## src/rtl/fetch_pkg.sv

```systemverilog
// fetch_pkg: shared widths, the queue entry type and a depth-to-pointer-width
// helper for the fetch queue.
//   D              program counter / instruction address width
//   W              instruction word width
//   fetch_entry_t  one queued instruction together with its address
//   clog2_depth    pointer width for a power-of-two queue depth
package fetch_pkg;

  localparam int D = 12;
  localparam int W = 9;

  typedef struct packed {
    logic [W-1:0] inst;
    logic [D-1:0] pc;
  } fetch_entry_t;

  function automatic int clog2_depth(input int depth);
    int bits;
    bits = 0;
    while ((1 << bits) < depth) bits++;
    return bits;
  endfunction

endpackage

```

## src/rtl/fetch_queue_if.sv

```systemverilog
// fetch_queue_if: every signal the fetch queue exchanges with its neighbours.
// The master modport is the fetch queue itself. The slave modport is the
// environment: the PC register, instruction memory and decode.
//   pc_in, pc_advance         PC register handshake
//   redirect                  start or taken branch; flushes the queue
//   imem_en, imem_addr,
//   imem_rdata                instruction memory read (data arrives 1 cycle later)
//   inst_out, inst_pc,
//   inst_valid, inst_ready    head of the queue towards decode
interface fetch_queue_if;
  import fetch_pkg::*;

  logic [D-1:0] pc_in;
  logic         pc_advance;
  logic         redirect;
  logic         imem_en;
  logic [D-1:0] imem_addr;
  logic [W-1:0] imem_rdata;
  logic [W-1:0] inst_out;
  logic [D-1:0] inst_pc;
  logic         inst_valid;
  logic         inst_ready;

  modport master (
    input  pc_in, redirect, imem_rdata, inst_ready,
    output pc_advance, imem_en, imem_addr, inst_out, inst_pc, inst_valid
  );

  modport slave (
    output pc_in, redirect, imem_rdata, inst_ready,
    input  pc_advance, imem_en, imem_addr, inst_out, inst_pc, inst_valid
  );

endinterface

```

## src/rtl/fetch_fifo.sv

```systemverilog
// fetch_fifo: storage for the fetch queue. It holds the pointers, the
// occupancy count, and push/pop/flush handling.
//   clk, reset_n   clock and asynchronous active-low reset
//   flush          empty the queue; overrides push and pop on the same edge
//   push, push_data  write one entry at the tail
//   pop            remove the head; ignored when the queue is empty
//   head           current head entry; holds its last value when empty
//   count          number of valid entries (0..DEPTH)
module fetch_fifo
  import fetch_pkg::*;
#(
  parameter  int DEPTH = 4,
  localparam int AW    = clog2_depth(DEPTH),
  localparam int CW    = AW + 1
) (
  input  logic         clk,
  input  logic         reset_n,
  input  logic         flush,
  input  logic         push,
  input  fetch_entry_t push_data,
  input  logic         pop,
  output fetch_entry_t head,
  output logic [CW-1:0] count
);

  fetch_entry_t  mem_q [DEPTH];
  fetch_entry_t  head_hold_q, head_hold_d;
  logic [AW-1:0] rd_ptr_q, rd_ptr_d;
  logic [AW-1:0] wr_ptr_q, wr_ptr_d;
  logic [CW-1:0] count_q, count_d;
  logic          do_push, do_pop;

  assign do_push = push & ~flush;
  assign do_pop  = pop & ~flush & (count_q != '0);

  always_comb begin
    // NOTE: every variable gets a default before any branch so that no path
    // leaves it unassigned, which would otherwise infer a latch.
    rd_ptr_d    = rd_ptr_q;
    wr_ptr_d    = wr_ptr_q;
    count_d     = count_q;
    head        = head_hold_q;
    head_hold_d = head_hold_q;

    // While the queue is empty the head holds the last entry it showed.
    if (count_q != '0) head = mem_q[rd_ptr_q];
    head_hold_d = head;

    if (flush) begin
      rd_ptr_d = '0;
      wr_ptr_d = '0;
      count_d  = '0;
    end else begin
      // Pointers are exactly AW bits wide, so the increment wraps mod DEPTH.
      if (do_push) wr_ptr_d = wr_ptr_q + 1'b1;
      if (do_pop)  rd_ptr_d = rd_ptr_q + 1'b1;
      count_d = count_q + CW'(do_push) - CW'(do_pop);
    end
  end

  // NOTE: sequential state uses non-blocking assignments only, so every flop
  // samples the pre-edge values regardless of process evaluation order.
  always_ff @(posedge clk or negedge reset_n) begin
    if (!reset_n) begin
      rd_ptr_q    <= '0;
      wr_ptr_q    <= '0;
      count_q     <= '0;
      head_hold_q <= '0;
    end else begin
      rd_ptr_q    <= rd_ptr_d;
      wr_ptr_q    <= wr_ptr_d;
      count_q     <= count_d;
      head_hold_q <= head_hold_d;
    end
  end

  // NOTE: the storage array has no reset. An entry is only read after it has
  // been written, because the head is gated by count, so clearing it would add
  // reset fan-out for nothing.
  always_ff @(posedge clk) begin
    if (do_push) mem_q[wr_ptr_q] <= push_data;
  end

  assign count = count_q;

endmodule

```

## src/rtl/fetch_queue.sv

```systemverilog
// fetch_queue: consumer side of the PC interface. It reads pc_in, issues
// instruction memory reads, and buffers the returned instructions with their
// addresses for decode.
//   clk, reset_n  clock and asynchronous active-low reset
//   bus           fetch_queue_if.master (PC handshake, imem read port,
//                 decode handshake)
// A read issued at one edge returns its data in the next cycle, and that data
// is captured at the following edge. The issue rule counts the read in flight
// as occupied, so a response always finds a free slot.
module fetch_queue
  import fetch_pkg::*;
#(
  parameter int DEPTH = 4
) (
  input  logic          clk,
  input  logic          reset_n,
  fetch_queue_if.master bus
);

  localparam int CW = clog2_depth(DEPTH) + 1;

  logic          inflight_q, inflight_d;
  logic [D-1:0]  inflight_pc_q, inflight_pc_d;
  logic [CW-1:0] fifo_count;
  fetch_entry_t  fifo_head;
  fetch_entry_t  capture_entry;
  logic          issue;
  logic          capture;

  // A redirect or reset stops issue immediately. Otherwise a read is issued
  // whenever queued plus in-flight entries leave a free slot.
  assign issue = reset_n & ~bus.redirect
               & ((int'(fifo_count) + int'(inflight_q)) < DEPTH);

  // A response still in flight during a redirect belongs to the old stream
  // and is dropped.
  assign capture = inflight_q & ~bus.redirect;

  assign capture_entry = '{inst: bus.imem_rdata, pc: inflight_pc_q};

  always_comb begin
    inflight_d    = issue;
    inflight_pc_d = inflight_pc_q;
    if (issue) inflight_pc_d = bus.pc_in;
  end

  always_ff @(posedge clk or negedge reset_n) begin
    if (!reset_n) begin
      inflight_q    <= 1'b0;
      inflight_pc_q <= '0;
    end else begin
      inflight_q    <= inflight_d;
      inflight_pc_q <= inflight_pc_d;
    end
  end

  fetch_fifo #(.DEPTH(DEPTH)) u_fifo (
    .clk       (clk),
    .reset_n   (reset_n),
    .flush     (bus.redirect),
    .push      (capture),
    .push_data (capture_entry),
    .pop       (bus.inst_ready),
    .head      (fifo_head),
    .count     (fifo_count)
  );

  assign bus.imem_en    = issue;
  assign bus.pc_advance = issue;
  assign bus.imem_addr  = bus.pc_in;
  assign bus.inst_out   = fifo_head.inst;
  assign bus.inst_pc    = fifo_head.pc;
  assign bus.inst_valid = (fifo_count != '0);

endmodule

```

## src/flat_wrapper.sv

```systemverilog
// flat-port wrapper written by rule: the top's interface ports become plain ports
module fetch_queue_flat import fetch_pkg::*;
#(
  parameter int DEPTH = 4
)
  (clk, reset_n, bus_pc_in, bus_redirect, bus_imem_rdata, bus_inst_ready, bus_pc_advance, bus_imem_en, bus_imem_addr, bus_inst_out, bus_inst_pc, bus_inst_valid);
  fetch_queue_if bus_i ();
  input  logic clk;
  input  logic reset_n;
  input wire logic [$bits(bus_i.pc_in)-1:0] bus_pc_in;
  input wire logic [$bits(bus_i.redirect)-1:0] bus_redirect;
  input wire logic [$bits(bus_i.imem_rdata)-1:0] bus_imem_rdata;
  input wire logic [$bits(bus_i.inst_ready)-1:0] bus_inst_ready;
  output wire logic [$bits(bus_i.pc_advance)-1:0] bus_pc_advance;
  output wire logic [$bits(bus_i.imem_en)-1:0] bus_imem_en;
  output wire logic [$bits(bus_i.imem_addr)-1:0] bus_imem_addr;
  output wire logic [$bits(bus_i.inst_out)-1:0] bus_inst_out;
  output wire logic [$bits(bus_i.inst_pc)-1:0] bus_inst_pc;
  output wire logic [$bits(bus_i.inst_valid)-1:0] bus_inst_valid;
  assign bus_i.pc_in = bus_pc_in;
  assign bus_i.redirect = bus_redirect;
  assign bus_i.imem_rdata = bus_imem_rdata;
  assign bus_i.inst_ready = bus_inst_ready;
  assign bus_pc_advance = bus_i.pc_advance;
  assign bus_imem_en = bus_i.imem_en;
  assign bus_imem_addr = bus_i.imem_addr;
  assign bus_inst_out = bus_i.inst_out;
  assign bus_inst_pc = bus_i.inst_pc;
  assign bus_inst_valid = bus_i.inst_valid;
  fetch_queue #(.DEPTH(DEPTH)) u_core (.clk(clk), .reset_n(reset_n), .bus(bus_i));
endmodule
```

## config.mk

```make
export PLATFORM = sky130hd
export DESIGN_NAME = fetch_queue_flat
export DESIGN_NICKNAME = d
export VERILOG_FILES = /design/src/rtl/fetch_pkg.sv /design/src/rtl/fetch_queue_if.sv /design/src/rtl/fetch_fifo.sv /design/src/rtl/fetch_queue.sv /design/src/flat_wrapper.sv
export SDC_FILE = /design/constraint.sdc
export NUM_CORES = 1
export LEC_CHECK = 0
export BUFFER_PORTS_ARGS = -buffer_cell sky130_fd_sc_hd__buf_2
export CORE_MARGIN = 3
export CORE_UTILIZATION = 30
export CTS_CLUSTER_SIZE = 8
export DETAILED_ROUTE_END_ITERATION = 10
export PLACE_DENSITY = 0.58
export SYNTH_ARGS = -nofsm -noshare
export SYNTH_HDL_FRONTEND = slang
export SYNTH_HIERARCHICAL = 1
export SYNTH_SLANG_ARGS = --single-unit
```

## constraint.sdc

```tcl
create_clock -name clk -period 5.8 [get_ports clk]
set_clock_uncertainty 0.1 [all_clocks]
set_input_delay 0.29 -clock clk [delete_from_list [all_inputs] [get_ports clk]]
set_output_delay 0.29 -clock clk [all_outputs]
set_load 0.03 [all_outputs]
```

Word-level counts from Yosys, hierarchy flattened
Memories as Yosys holds them, arrays and structs flattened.
Cells that the tools add are included.
Widths: inputs -> output; s select.
Storage, ports and cells
  output and inout bits: 36
  memories: 1
  bits of input ports: 25
  register bits: 41
  memory bits (writable): 84
  memory bits (read-only): 0
  latch bits: 0
  logic and storage cells: 32
Memories
  u_core.u_fifo.mem_q: words 4, bits a word 21, read ports 1, clocked after memory_dff 0, write ports 1, RTL line fetch_fifo.sv:26  | fetch_entry_t mem_q [DEPTH];
Cells by class
  reduce and logical (&&, ||, !) cells: 3
  divide/modulo/power cells: 0
  order comparisons: 1
  shift operators: 0
  $add $sub $neg: 5
  multiplexer cells: 8
  equality and inequality tests: 0
  bitwise operators: 7
  multipliers: 0
Operator list (number)
  $lt 32x4->1 const B: 1
  $mux 21: 1
  $mux 2: 4
  $and 1x1->1: 6
  $add 2x1->2 const B: 2
  $add 3x1->4: 1
  $reduce_bool 2->1: 2
  $add 3x1->3: 1
  $mux 3: 1
  $reduce_bool 3->1: 1
  $sub 3x1->3: 1
  $mux 1: 2
  $not 1->1: 1

Logic depth before layout (Yosys ltp)
  word-level depth: 6
  mapped depth: 10
  mapped depth without buffers: 10

Cells and area by module
Netlist, hierarchy kept.
Modules (own cells, without submodules)
  fetch_fifo: times used 1, sequential area each 3223.1 um2, area each 4257.8 um2, cells each 196
  fetch_queue: times used 1, sequential area each 325.3 um2, area each 643.1 um2, cells each 45

Worst setup path before layout
No wires, ideal clock.
  kind: reg2reg
  start point: reg u_core.u_fifo.count_q[1], in the netlist u_core/u_fifo/count[1]
  end point: reg u_core.u_fifo.count_q[2], in the netlist u_core/u_fifo/count[2]
  slack: 3.667 ns
  buffers on the path: 0
  stages on the path, launching flop included: 10
  library setup time: 0.130 ns
  period minus slack after synthesis: 2.133 ns
  arrival time: 1.902 ns
  required time: 5.570 ns
  cell sequence: dfrtp_1 o31ai_1 nor2_1 ha_1 inv_1 ha_1 inv_1 fa_1 xnor2_1 nor2_1
On the way
  cells in the longest elaborated chain, start to end: 4
  elaborated cells on any way between the ends: 5
  those cells by class: add/sub (2); mux (1); bitwise (1); reduce/logical (1)
Ends and longest elaborated chain
  start: declaration: RTL line fetch_fifo.sv:30  | logic [CW-1:0] count_q, count_d;
  start signal: assignment: RTL line fetch_fifo.sv:72  | count_q <= count_d;
  branches (longest 2 deep; another with $add 3x1->3)
  $sub 3x1->3 (*): RTL line fetch_fifo.sv:57  | count_d = count_q + CW'(do_push) - CW'(do_pop);
  $mux 3 (*): RTL line fetch_fifo.sv:49  | if (flush) begin
  via u_core.u_fifo.count_d[2]: RTL line fetch_fifo.sv:30
Mark *: on every way through the listed nets, which the timed path passes.
A chain may end at the register's enable or synchronous reset.

Worst setup path in the final report
  start point: in reset_n
  end point: out bus_pc_advance
On the way
  cells in the longest elaborated chain, start to end: 2
Ends and longest elaborated chain
  start: declaration: RTL line flat_wrapper.sv:9  | input logic reset_n;
  $and 1x1->1: RTL line fetch_queue.sv:32  | assign issue = reset_n & ~bus.redirect
  $and 1x1->1: RTL line fetch_queue.sv:33  | & ((int'(fifo_count) + int'(inflight_q)) < DEPTH);
  end: declaration: RTL line flat_wrapper.sv:14  | output wire logic [$bits(bus_i.pc_advance)-1:0] bus_pc_advance;
No other way between the ends.

==> summary.md <==
| Metric | Value |
|---|---|
| Ys async rst share | `0.3280` |
| Share of cells above drive strength 1 | `0.4724` |
| Core Area | `15940 sq um` |
| CP peak stage delay | `0.55 ns` |
| Pre-Repair DR Iteration Count | `4` |
| Initial core utilization | `0.3074` |
| Vias | `2313` |
| Most frequent cells in the layout | `edfxtp_1, buf_2, dfrtp_1` |
| Slowest-stage cell, CP | `nand3_2` |
| Distinct cell type count of the synthesized netlist | `28` |
| Yosys warnings | `6` |
| Req. time, crit path | `5.41 ns` |
| FP Rows | `46` |
| Fill count | `1525` |
| Most common cell after layout, fill and taps aside | `edfxtp_1` |
| Mapped Area | `4901 sq um` |
| ANT nets after route | `0` |
| CTS Buffer Depth | `2` |
| Gpl congestion | `0.7309` |
| Synthesized Nets | `273` |
| Status | `finished clean` |
| Fin crit period | `2.810 ns` |
| WP data arrival | `2.42 ns` |
| Hold WC Path Type | `in2reg` |
| N_diodes | `0` |
| Non-filler instance count after layout | `542` |
| Num CTS Buffers | `17` |
| Layout Nets | `345` |
| Final number of max-transition violations | `0` |
| Clock Latency Late Sink | `0.40 ns` |
| I/O pin cnt | `61` |
| Global Route Usage Sum | `0.1045` |
| Crit path kind | `in2out` |
| Worst path most repeated cell | `buf_2` |
| Synthesized flop and latch total | `125` |
| H-tree depth | `4` |
| R2R Setup Slk | `3.50 ns` |
| Beginning of the critical path | `reset_n` |
| Tightest Pin Transition | `1.122 ns` |
| Worst rel slew slack | `0.2520` |
| DRT iter0 DRCs | `191` |
| Clk sinks | `125` |
| Number of vias per cell | `4.268` |
| DRC | `0` |
| Min-delay src | `bus_imem_rdata[0]` |
| RSZ-0062 raised after global routing | `false` |
| Die area | `17910 sq um` |
| Power Density | `493.0 nW/um^2` |
| Register area share after synthesis | `0.7240` |
| Clk slew on worst S/H paths | `0.05 ns` |
| EDFF count, synth | `84` |
| Grt total ovfl | `0` |
| Leak | `0.002282 uW` |
| Area delta synth->final | `22.36%` |
| Crit Path Max Fanout | `42` |
| Max Cap Viol | `0` |
| # resized after CTS | `0` |
| Vias in the first global route | `2397` |
| IO Port Bufs | `60` |
| Worst setup EP type | `primary output` |
| First-pass GRT wire length | `13730 um` |
| Main flop type after synthesis | `edfxtp_1` |
| Setup TNS | `0 ns` |
| Cells after Synth | `241` |
| Root Driver | `clkbuf_16` |
| CTS tree | `yes` |
| Syn_area_per_cell | `20.34 sq um` |
| DP Cell Count | `501` |
| Die Wd | `133.8 um` |
| Detailed Place HPWL | `5404 um` |
| Worst flop-to-flop path startpoint | `u_core/u_fifo/count[1]$_DFF_PN0_` |
| Final core utilization | `0.3762` |
| CP startpoint kind | `primary input` |
| Largest net degree at the start of global routing | `43` |
| CP Cell Sequence | `dlygate4sd3_1 -> buf_2 -> buf_4 -> nand3_2 -> inv_1 -> buf_2` |
| Hold Vio Cnt, Final | `0` |
| Peak VDD IR | `0.0002121 V` |
| Final WL | `8797 um` |
| Die span in y | `133.8 um` |
| Final setup viols | `0` |
| Final period util | `0.4844` |
| Avg WL per Cell | `16.23 um` |
| Initial antenna violation count | `0` |
| Fmax | `355.9 MHz` |
## logic make-up (layout without fill, tap and decap cells)
family                   Yosys count  after routing  share of synthesized area
buffers and inverters             28            113                    0.04161
AND/OR/NAND/NOR                   19             19                    0.02144
multiplexers                      55             55                     0.1813
adder cells (fa/ha/maj)            7              7                    0.01940
XOR/XNOR                           5              5                   0.008937
AO/OA/AOI/OAI                      2              2                   0.003320
flip-flops                       125            125                     0.7240
## where the power goes
group	internal, uW	switching (uW)	leakage (uW)	total [uW]
Sequential	1110	105	0.00125	1220
Clock	641	341	0.000287	982
Combinational	320	439	0.000746	759
## state kept, by name, summed over array words and instances (netlist names)
register,cells
u_core/u_fifo/head_hold_q,21
u_core/u_fifo/mem_q,84
u_core/u_fifo/wr_ptr_q,2
u_core/inflight_q,1
u_core/u_fifo/rd_ptr_q,2
u_core/u_fifo/count,3
u_core/inflight_pc_q,12
## per-layer routing
layer	GRT usage	routed length (um)	part of all wire
met1	0.1335	3904	0.44
met2	0.1668	4409	0.50
met3	0.03451	357	0.041
met4	0.03943	125	0.014
met5	0	0	0
## area by class of cell
cell class	instances	area, sq um	area share
repair buffers	75	435.4	0.07261
flip-flops and latches	125	3550	0.5919
well taps	216	270.3	0.04507
clock inverters	7	60.06	0.01001
multi-input cells	88	1154	0.1924
inverters	6	22.52	0.003755
clock buffers	25	505.5	0.08429
## per-stage QoR
stage               power (uW)  setup slack (ns)  area [sq um]  hold WS (ns)
floorplan                 1816             3.667          4901       -0.1056
global placement          1996             3.401          5341        0.3204
detailed placement        2010             3.372          5341        0.3252
CTS                       3009             2.891          5997      0.002461
global route              3106             2.743          5997       0.01305
finish                    2956             2.990          5997       0.02799
## worst paths after layout
path / to / cells after the start
worst max-delay path: bus_pc_advance / 6
worst min-delay path: u_core/u_fifo/mem_q[1][12]$_DFFE_PP_ / 1
worst max register to register: u_core/u_fifo/count[2]$_DFF_PN0_ / 9
worst min register to register: u_core/u_fifo/head_hold_q[12]$_DFF_PN0_ / 1
max in group asynchronous: u_core/u_fifo/rd_ptr_q[0]$_DFFE_PN0P_ / 3
min in group asynchronous: u_core/u_fifo/head_hold_q[20]$_DFF_PN0_ / 3
## synth_stat cells, types with 2 or more instances
master | n | area [sq um]
and2_1 | 4 | 25.02
edfxtp_1 | 84 | 2522
xnor2_1 | 2 | 17.52
inv_1 | 6 | 22.52
buf_6 | 2 | 22.52
buf_1 | 2 | 7.510
dfrtp_1 | 41 | 1026
buf_12 | 2 | 40.04
ha_1 | 6 | 75.07
mux2_2 | 24 | 270.3
mux4_2 | 21 | 473.0
nor2b_1 | 2 | 12.51
mux2_4 | 9 | 135.1
buf_4 | 13 | 97.59
xor2_1 | 3 | 26.28
buf_2 | 2 | 10.01
nor2_1 | 7 | 26.28
## worst max-delay path, delay by kind of cell
family                 cells  cell delay, ns
AND/OR/NAND/NOR            1            0.55
buffers and inverters      5            1.52
## repair_timing
action	CTS	global route
setup buffers	0	0
hold endpoints to repair	70	0
hold buffers	9	0
Power figures use the tool's default switching activity.
